$ cat src/rtl/fetch_stage_ctrl_pkg.sv
// Shared constants and types for the fetch stage controller and its PC register.
// Used by fetch_stage_ctrl (optional perf counters under FETCH_PERF_COUNT_EN).
package fetch_stage_ctrl_pkg;

   localparam logic [31:0] NOP_INSTR        = 32'h0000_0000;
   localparam logic [31:0] PC_STEP          = 32'd4;
   localparam logic [31:0] DEFAULT_RESET_PC = 32'h0000_0000;

   typedef enum logic [1:0] {
      PC_SEL_RESET,
      PC_SEL_BRANCH,
      PC_SEL_HOLD,
      PC_SEL_INC
   } pc_sel_e;

   // Sequential fetch address; wraps modulo 2^32 without any flag.
   function automatic logic [31:0] pc_inc(input logic [31:0] pc);
      return pc + PC_STEP;
   endfunction

endpackage

$ cat src/rtl/fetch_stage_ctrl_pc_reg.sv
// Program counter register with next-PC selection: reset, branch redirect,
// hazard hold, or sequential increment.
module pc_reg
   import fetch_stage_ctrl_pkg::*;
#(
   parameter logic [31:0] RESET_PC = DEFAULT_RESET_PC
) (
   input  logic        clk,
   input  logic        rst_n,
   input  logic        pcwrite,
   input  logic        branch_taken,
   input  logic [31:0] branch_target,
   output logic [31:0] pc
);

   pc_sel_e     sel;
   logic [31:0] pc_next;

   // Priority: reset beats a taken branch, which beats the hazard hold.
   always_comb begin
      sel     = PC_SEL_INC;
      pc_next = pc_inc(pc);
      if (!rst_n)             sel = PC_SEL_RESET;
      else if (branch_taken)  sel = PC_SEL_BRANCH;
      else if (!pcwrite)      sel = PC_SEL_HOLD;

      case (sel)
         PC_SEL_RESET:  pc_next = RESET_PC;
         PC_SEL_BRANCH: pc_next = branch_target;
         PC_SEL_HOLD:   pc_next = pc;
         default:       pc_next = pc_inc(pc);
      endcase
   end

   // NOTE: sequential state uses non-blocking assignment so every register
   // samples pre-edge values regardless of process ordering.
   always_ff @(posedge clk) begin
      pc <= pc_next;
   end

endmodule

$ cat src/rtl/fetch_stage_ctrl.sv
// IF stage control: PC, IF/ID register, ID/EX bubble request and stall watchdog.
// Define FETCH_PERF_COUNT_EN to add stall_cycles / flush_count outputs.
module fetch_stage_ctrl
   import fetch_stage_ctrl_pkg::*;
#(
   parameter logic [31:0] RESET_PC  = DEFAULT_RESET_PC,
   parameter int          MAX_STALL = 4
) (
   input  logic        clk,
   input  logic        rst_n,
   input  logic        pcwrite,
   input  logic        if_id_write,
   input  logic        stall,
   input  logic        branch_taken,
   input  logic [31:0] branch_target,
   input  logic [31:0] instr_in,
   output logic [31:0] pc_out,
   output logic [31:0] if_id_pc,
   output logic [31:0] if_id_instr,
   output logic        if_id_valid,
   output logic        id_ex_bubble,
   output logic        stall_error
`ifdef FETCH_PERF_COUNT_EN
   ,
   output logic [31:0] stall_cycles,
   output logic [31:0] flush_count
`endif
);

   localparam int                CNT_W   = $clog2(MAX_STALL + 2);
   localparam logic [CNT_W-1:0]  CNT_SAT = CNT_W'(MAX_STALL + 1);

   logic [CNT_W-1:0] stall_run;
   logic [CNT_W-1:0] stall_run_next;
   logic             err_set;

   pc_reg #(.RESET_PC(RESET_PC)) u_pc_reg (
      .clk          (clk),
      .rst_n        (rst_n),
      .pcwrite      (pcwrite),
      .branch_taken (branch_taken),
      .branch_target(branch_target),
      .pc           (pc_out)
   );

   // Error is raised on the same edge the run first exceeds MAX_STALL.
   always_comb begin
      stall_run_next = '0;
      err_set        = 1'b0;
      if (stall && !branch_taken) begin
         stall_run_next = (stall_run == CNT_SAT) ? CNT_SAT : stall_run + CNT_W'(1);
         err_set        = (stall_run_next == CNT_SAT) || pcwrite || if_id_write;
      end
   end

   // NOTE: reset is synchronous, so it lives inside the clocked branch only.
   always_ff @(posedge clk) begin
      if (!rst_n) begin
         if_id_pc     <= '0;
         if_id_instr  <= NOP_INSTR;
         if_id_valid  <= 1'b0;
         id_ex_bubble <= 1'b1;
         stall_error  <= 1'b0;
         stall_run    <= '0;
      end else begin
         id_ex_bubble <= stall | branch_taken;
         stall_run    <= stall_run_next;
         if (err_set) stall_error <= 1'b1;

         if (branch_taken) begin
            if_id_pc    <= branch_target;
            if_id_instr <= NOP_INSTR;
            if_id_valid <= 1'b0;
         end else if (if_id_write) begin
            if_id_pc    <= pc_inc(pc_out);
            if_id_instr <= instr_in;
            if_id_valid <= 1'b1;
         end
      end
   end

`ifdef FETCH_PERF_COUNT_EN
   always_ff @(posedge clk) begin
      if (!rst_n) begin
         stall_cycles <= '0;
         flush_count  <= '0;
      end else begin
         if (stall)        stall_cycles <= stall_cycles + 32'd1;
         if (branch_taken) flush_count  <= flush_count + 32'd1;
      end
   end
`endif

endmodule

$ cat config.mk
export PLATFORM = sky130hd
export DESIGN_NAME = fetch_stage_ctrl
export DESIGN_NICKNAME = d
export VERILOG_FILES = /design/src/rtl/fetch_stage_ctrl_pkg.sv /design/src/rtl/fetch_stage_ctrl_pc_reg.sv /design/src/rtl/fetch_stage_ctrl.sv
export SDC_FILE = /design/constraint.sdc
export NUM_CORES = 1
export LEC_CHECK = 0
export ABC_CLOCK_PERIOD_IN_PS = 2350
export BUFFER_PORTS_ARGS = -buffer_cell sky130_fd_sc_hd__clkbuf_2
export CAP_MARGIN = 20
export CORE_ASPECT_RATIO = 0.6
export CORE_MARGIN = 2
export CORE_UTILIZATION = 51
export CTS_BUF_LIST = sky130_fd_sc_hd__clkbuf_4
export DETAILED_ROUTE_END_ITERATION = 6
export GPL_TIMING_DRIVEN = 0
export PLACE_DENSITY_LB_ADDON = 0.08
export SYNTH_ARGS = -nofsm -noshare
export SYNTH_HDL_FRONTEND = slang
export SYNTH_SLANG_ARGS = --single-unit
$ cat constraint.sdc
create_clock -name clk -period 2.35 [get_ports clk]
set_input_delay 0.235 -clock clk [delete_from_list [all_inputs] [get_ports clk]]
set_output_delay 0.235 -clock clk [all_outputs]
set_load 0.01 [all_outputs]
=== Word level (Yosys, flattened, before mapping) ===
Cells that the tools add are included.

* Bitwise operators: 2
* Mux-type cells: 8
* Add/subtract/negate cells: 2
* Equal/unequal tests: 4
* Reductions and logical operators: 8

{| class="wikitable"
|+ Operators with widths
! operator !! count
|-
| case mux 32 bit (3 select lines) || 1
|-
| 2-to-1 mux 32 bit || 2
|-
| adder 32 x 3 -> 32 bit (second input constant) || 1
|-
| == test 3 bit (second input constant) || 2
|-
| 2-to-1 mux 2 bit || 2
|-
| adder 3 x 1 -> 3 bit (second input constant) || 1
|-
| 2-to-1 mux 3 bit || 1
|-
| == test 2 x 1 -> 1 bit (second input constant) || 1
|-
| == test 2 bit (second input constant) || 1
|-
| zero test 2 bit || 1
|-
| logical OR 1 bit || 2
|-
| 2-to-1 mux 1 bit || 2
|-
| AND reduction 2 bit || 1
|-
| nonzero test 2 bit || 1
|-
| OR reduction 2 bit || 1
|-
| logical AND 1 bit || 1
|-
| zero test 1 bit || 1
|-
| inverter 1 bit || 1
|-
| bitwise OR 1 bit || 1
|}

* Output and inout bits: 99
* Bits in registers: 102
* Word-level logic and storage cells: 31

=== Depth between registers and ports, before layout ===
Gate-level depths: netlist (run 1).

* Word-level depth: 6
* Gate-level depth with buffers: 6

=== Hierarchy ===
From an unflattened synthesis (run 1), not the netlist that was laid out.

* Cells, all modules: 601
* Area total of the unflattened synthesis: 5406.4 um2

{| class="wikitable"
|+ By module, submodules not included
! module !! cells each !! instances !! sequential area each (um2) !! area an instance (um2)
|-
| fetch_stage_ctrl || 402 || 1 || 1401.3 || 3412.0
|-
| pc_reg || 199 || 1 || 960.9 || 1994.4
|}

=== Worst setup path before layout (run 1) ===
OpenSTA, ideal clock, no wires.

* Path kind: reg2reg
* Start: reg u_pc_reg.pc[9]
* End: reg u_pc_reg.pc[22] (data pin)
* Period minus slack after synthesis: 1.960 ns
* Path slack: 0.390 ns
* Buffers on the path: 0
* Stages on the path, launching flop included: 6
* Data required time: 2.084 ns
* Arrival time: 1.694 ns
* Library setup time: 0.266 ns
* Cells stage by stage: edfxtp_1 > nand4_4 > nor4_1 > mux2_1 > a221oi_1 > nor2_1

* Word-level cells in the longest chain between the ends: 2

{| class="wikitable"
|+ RTL lines
! what !! RTL line !! RTL
|-
| start: declaration || fetch_stage_ctrl_pc_reg.sv:13 || <nowiki>output logic [31:0] pc</nowiki>
|-
| start signal: assignment || fetch_stage_ctrl_pc_reg.sv:38 || <nowiki>pc <= pc_next;</nowiki>
|-
| adder 32 x 3 -> 32 bit || fetch_stage_ctrl_pkg.sv:18 || <nowiki>return pc + PC_STEP;</nowiki>
|-
| case mux 32 bit (3 select lines) || fetch_stage_ctrl_pc_reg.sv:27 || <nowiki>case (sel)</nowiki>
|-
| named net u_pc_reg.pc_next[22] || fetch_stage_ctrl_pc_reg.sv:17 || <nowiki>logic [31:0] pc_next;</nowiki>
|}

The timed path passes the listed nets, and every way through them passes these cells.
A chain may end at the register's enable or synchronous reset.

=== Worst setup path in the final report (run 1) ===
* Start: reg u_pc_reg.pc[13]
* End: reg u_pc_reg.pc[22] (data pin)

Same word-level chain as after synthesis.

==> results.py, run 1 <==
metrics = {
    "clocking": {
        "clkSlewWorstSetupHoldPaths_ns": 0.17,
        "max-clock-path-buffers": 2,
        "htree_levels": 3,
        "cts_made_buffers": 9,
        "clock-root-buffer": "clkbuf_4",
        "insertion_delay_ns": 0.47,
        "cts_sinks": 102,
        "cts_tree": "yes",
    },
    "yosys": {
        "netlist-cell-type-count": 51,
        "yosysSeqAreaShare_pct": 50.3,
        "synth_edf_count": 32,
        "synth_top_area_share_pct": 29.8,
        "synth_most_common_cell": "nor2_1",
        "synth_area_leader_cell": "dfxtp_1",
        "avgSynthCellArea_um2": 9.61,
        "synth-seq-cells": 102,
        "synth.cell_area_um2": 4700,
        "synth_common_cells": "75 x nor2_1, 70 x dfxtp_1, 40 x a21oi_1, 34 x mux2i_1",
        "ys.flop_type": "dfxtp_1",
        "async_flop_share_pct": 0,
        "yosysWarningCount": 0,
        "netlist_instances": 489,
        "syn_nets": 560,
        "synthTopCellsByArea": "dfxtp_1 30%, edfxtp_1 20%, mux2i_1 7.2%",
    },
    "global_routing": {
        "grt.total_usage_pct": 28.4,
        "grt_start_max_net_pins": 21,
        "first_global_vias": 4159,
        "overflow": 0,
        "antenna_found_initial": 0,
        "grt_pass1_wl_um": 21800,
    },
    "min_path": {
        "min_path_type": "primary input to flop",
    },
    "die": {
        "die_w_um": 128,
        "rows": 27,
        "die_h_um": 78.4,
        "die_area_um2": 10000,
        "start_util_pct": 51.9,
        "io-pin-count": 169,
        "core_area_um2": 9050,
    },
    "finish": {
        "final_cells": 805,
        "drive_gt1_share_pct": 30.9,
        "layout.nets": 755,
        "regArea_um2": 2360,
        "multiInputGateArea_um2": 2210,
        "diodes": 0,
        "fillCellCount": 756,
        "area_delta_synth_final_pct": 29.0,
    },
    "worst_setup_path": {
        "r2r_slack_ns": 0.09,
        "critPathLaunch": "u_pc_reg.pc[13]",
        "crit_path_max_fanout": 6,
        "cp-start-kind": "flop",
        "worst_r2r_endpoint": "u_pc_reg.pc[22]",
        "r2r-start": "u_pc_reg.pc[13]",
        "r2r_cells": 5,
        "crit_path_end_kind": "flop",
        "critical_path_arrival_ns": 2.47,
        "crit_required_ns": 2.57,
        "critPathKind": "flop to flop",
        "crit_end": "u_pc_reg.pc[22]",
    },
    "drt": {
        "ant_nets": 0,
        "vias_per_cell": 5.67,
        "wl_per_cell_um": 18.0,
        "dr.first_iter.drc_count": 389,
        "drtPass1Iterations": 5,
        "vias": 4567,
        "drt-total-wl_um": 14500,
        "drc": 0,
    },
    "pwr": {
        "power.switching_w": 0.00110,
        "p_int_w": 0.00267,
        "cellLeakagePower_nw": 2.77,
        "pwr-share-clk_pct": 28.4,
        "power_frac_comb_pct": 17.3,
        "peakVddDrop_mv": 0.341,
        "p_per_area_nw_per_um2": 621,
        "switching_share_pct": 29.1,
        "power_frac_seq_pct": 54.4,
    },
    "sta": {
        "hold_ws_ns": 0.00254,
        "max_freq_mhz": 443,
        "fin_crit_sh_pct": 96.0,
        "tightest_slew_ns": 0.757,
        "rsz0062_at_grt": "no",
        "min_period_ns": 2.26,
        "setup_slack_ns": 0.0947,
        "max_slew_margin_pct": 49.5,
        "final-max-slew-violation-count": 0,
        "finalHoldViolCount": 0,
        "setup_viol": 0,
        "finalClockSkew_ns": 0.0307,
    },
    "placed_design": {
        "dpl.cell_count": 774,
        "hpwl_um": 10600,
        "dpl_worst_slack_ns": -0.119,
        "place_congestion": 0.945,
        "numPortBuffers": 168,
    },
    "status": {
        "status": "finished, final reports clean",
    },
    "flow_run": {
        "drv_cap": 0,
    },
}
## placed cells by master (no fill, tap or decap), drive strengths merged, types with 4 or more instances in the layout
cell type / count
clkbuf: 198
and3: 16
nand3: 10
nor4: 7
buf: 11
dfxtp: 70
xor2: 7
a21oi: 40
a31o: 10
edfxtp: 32
o21a: 4
o21ai: 22
xnor2: 17
nor2: 75
a211o: 7
nand2: 32
dlygate4sd3: 15
o21ba: 10
mux2i: 34
a31oi: 5
nand4: 11
a211oi: 4
inv: 13
nor3: 8
## metal layers
metal / global-route usage [%] / part of all wire [%] / vias up
li1: - / - / 2139
met1: 43.1 / 47 / 2170
met2: 41.2 / 42 / 252
met3: 8.04 / 11 / 6
met4: 4.18 / 0.38 / 0
met5: 0 / 0 / -
## worst max-delay path, cell delays in order, from the launching register on
cell      delay (ns)
edfxtp_1        0.50
nand4_1         0.37
nor4_4          0.45
mux2_1          0.36
a221oi_1        0.28
nor2_1          0.07
## worst min path at each step
stage / cells past startpoint / endpoint / slack [ns] / from
floorplan: 1 / id_ex_bubble / 0.33 / stall
global placement: 1 / stall_run[0] / 0.44 / stall_run[0]
detailed placement: 2 / if_id_pc[6] / 0.45 / if_id_pc[6]
CTS: 3 / if_id_instr[15] / 0.0006 / instr_in[15]
global route: 3 / if_id_instr[15] / 0.002 / instr_in[15]
finish: 3 / if_id_instr[15] / 0.003 / instr_in[15]
## cell type report
| class | instances | area share [%] |
|---|---|---|
| Clock buffer | 9 | 1.11 |
| Clock inverter | 7 | 1.67 |
| Sequential cell | 102 | 39.0 |
| Timing Repair Buffer | 184 | 16.8 |
| Tap cell | 116 | 2.39 |
| Buffer | 31 | 2.00 |
| Multi-Input combinational cell | 345 | 36.4 |
| Inverter | 11 | 0.681 |
## stage by stage
step / total power (W) / cell area [um^2] / utilization [%] / TNS, ns
global route: 0.00391 / 6060 / 67.0 / 0
floorplan: 0.00241 / 4700 / - / 0
CTS: 0.00377 / 6040 / 66.7 / 0
global placement: 0.00268 / 5690 / 62.8 / -14.47
finish: 0.00377 / 6060 / 67.0 / 0
detailed placement: 0.00270 / 5710 / 63.1 / -2.44
## kinds of logic after synthesis
group / Yosys count / synth area share [%]
adders and majority gates: 1 / 0.266
and+or+nand+nor: 170 / 18.0
xor gates and xnor gates: 24 / 4.47
muxes: 36 / 7.72
buffers and inverters: 42 / 3.46
DFF: 102 / 50.3
AOI/OAI and AO/OA: 114 / 15.8
## power by group through the flow
stage / Combinational, W / Sequential, W / Clock, W
2_1_floorplan: 0.000298 / 0.00211 / 0
3_3_place_gp: 0.000605 / 0.00207 / 0
3_5_place_dp: 0.000621 / 0.00208 / 0
4_1_cts: 0.000643 / 0.00204 / 0.00108
5_1_grt: 0.000706 / 0.00206 / 0.00114
6_report: 0.000651 / 0.00205 / 0.00107
## what timing repair did
| action | CTS | global route |
|---|---|---|
| hold endpoints to repair | 14 | 1 |
| endpoints found under the setup margin | 2 | 2 |
| pin swaps | 0 | 1 |
| buffers inserted | 0 | 0 |
| resized for setup | 2 | 2 |
| hold buffers | 14 | 1 |
Power figures use the tool's default switching activity.
==> run 2, diff against run 1 <==
Settings changed: BUFFER_PORTS_ARGS -buffer_cell sky130_fd_sc_hd__clkbuf_2 to default, CORE_UTILIZATION 51 to 53, DONT_BUFFER_PORTS from default to 1.
==> run 2 against run 1 <==
Against the previous run:
- sequential cell count did not move
- routed wire length decreased by 1.0%
- worst setup slack worse by 0.012 ns
- sequential power is 3% higher
- die area fell by 3.6%
- global-route usage grew 0.84 points
- cell count shrank 16%
- critical endpoint is now u_pc_reg.pc[26]
==> results.py, run 2 (same netlist as run 1, synthesis figures left out) <==
metrics = {
    "status": {
        "status": "finished, final reports clean",
    },
    "sta": {
        "max_slew_margin_pct": 51.7,
        "min_period_ns": 2.27,
        "finalClockSkew_ns": 0.0296,
        "finalHoldViolCount": 0,
        "max_freq_mhz": 441,
        "hold_ws_ns": 0.0197,
        "fin_crit_sh_pct": 96.5,
        "final-max-slew-violation-count": 0,
        "rsz0062_at_grt": "yes",
        "setup_viol": 0,
        "tightest_slew_ns": 0.724,
    },
    "placed_design": {
        "numPortBuffers": 0,
        "dpl.cell_count": 602,
        "place_congestion": 0.872,
        "hpwl_um": 10000,
    },
    "finish": {
        "layout.nets": 627,
        "drive_gt1_share_pct": 9.09,
        "area_delta_synth_final_pct": 18.9,
        "final_util_pct": 65.3,
        "mostFrequentLayoutCell": "nor2_1",
        "final_cells": 673,
        "diodes": 0,
        "final_cell_mix": "75 x nor2_1, 70 x dfxtp_1, 51 x dlygate4sd3_1",
    },
    "global_routing": {
        "overflow": 0,
        "grt.total_usage_pct": 29.3,
        "grt_pass1_wl_um": 21900,
        "grt_use_met2_pct": 44.4,
        "grt_use_met3_pct": 12.1,
        "first_global_vias": 3909,
        "top_usage_layer": "met2",
        "met1_usage_pct": 40.2,
        "antenna_found_initial": 0,
        "grt_start_max_net_pins": 21,
    },
    "die": {
        "core_area_um2": 8560,
        "die_w_um": 126,
        "die_h_um": 77.0,
        "start_util_pct": 54.9,
        "rows": 26,
        "die_area_um2": 9660,
        "io-pin-count": 169,
    },
    "min_path": {
        "min_path_type": "primary input to flop",
    },
    "drt": {
        "drc": 0,
        "ant_nets": 0,
        "drt-total-wl_um": 14400,
        "dr.first_iter.drc_count": 423,
        "vias": 4116,
        "drtPass1Iterations": 5,
        "wl_per_cell_um": 21.3,
        "vias_per_cell": 6.12,
    },
    "worst_setup_path": {
        "r2r_slack_ns": 0.08,
        "path_cells": "ha_2 -> nand2_1 -> nor3_4 -> nand4_1 -> xnor2_1 -> o21ba_2",
        "crit_path_max_fanout": 8,
        "cp-start-kind": "flop",
        "max_stage_delay_ns": 0.55,
        "slowest_stage": "edfxtp_1",
        "cpLargestDelayFamily": "simple AND/OR/NAND/NOR gates",
        "critPathKind": "flop to flop",
        "crit_path_end_kind": "flop",
        "critical_path_arrival_ns": 2.51,
        "path_buf_inv": 0,
        "crit_required_ns": 2.59,
    },
    "clocking": {
        "max-clock-path-buffers": 2,
        "clock-root-buffer": "clkbuf_4",
        "insertion_delay_ns": 0.46,
        "clkSlewWorstSetupHoldPaths_ns": 0.17,
        "cts_made_buffers": 9,
        "cts_sinks": 102,
        "htree_levels": 3,
        "cts_tree": "yes",
    },
    "flow_run": {
        "drv_cap": 0,
    },
    "pwr": {
        "cellLeakagePower_nw": 2.21,
        "p_per_area_nw_per_um2": 630,
        "peakVddDrop_mv": 0.321,
    },
}
run 2: power by group:
part | total (W) | switching (W) | internal [W]
combinational | 0.000472 | 0.000253 | 0.000219
sequential | 0.00212 | 0.000182 | 0.00194
clock | 0.000928 | 0.000567 | 0.000361
total | 0.00352 | 0.00100 | 0.00252
run 2: path summary, 6_finish.rpt:
kind | from | endpoint | depth (start not counted)
max | u_pc_reg.pc[2] | u_pc_reg.pc[26] | 6
min reg2reg | stall_run[0] | stall_run[0] | 1
max reg2reg | u_pc_reg.pc[2] | u_pc_reg.pc[26] | 6
min | if_id_write | if_id_pc[6] | 3
run 2: through the flow:
stage	instance area (um^2)	TNS (ns)	worst slack [ns]	total power, W
3_3_place_gp	4840	-11.58	-0.375	0.00253
2_1_floorplan	4700	0	0.390	0.00241
5_1_grt	5590	-0.0183	-0.0183	0.00366
4_1_cts	5540	0	0.0310	0.00353
3_5_place_dp	4870	-0.540	-0.167	0.00255
6_report	5590	0	0.0822	0.00352
run 2: final cells by class:
| cell class | instances | area [um^2] |
|---|---|---|
| clock inverters | 4 | 48.8 |
| flip-flops and latches | 102 | 2360 |
| fillers | 734 | 2970 |
| clock buffers | 12 | 90.1 |
| inverters | 11 | 41.3 |
| well taps | 112 | 140 |
| plain buffers | 31 | 121 |
| repair buffers | 56 | 581 |
| multi-input cells | 345 | 2210 |
run 2: tightest hold or removal path, cell delays in order:
cell and delay (ns):
nor2_1 0.09, nand2_1 0.09, a21oi_1 0.05
run 2: timing repair:
action,CTS,global route
endpoints found under the hold margin,57,0
gates resized for setup,3,2
hold buffers,51,0
gates cloned,0,0
pin swaps,0,4
setup endpoints to repair,7,17
setup buffers,0,4
run 2: metal layers:
metal	up-vias	wire, um
li1	1879	-
met1	1975	6040
met2	249	6310
met3	13	1910
met4	0	98
met5	-	0
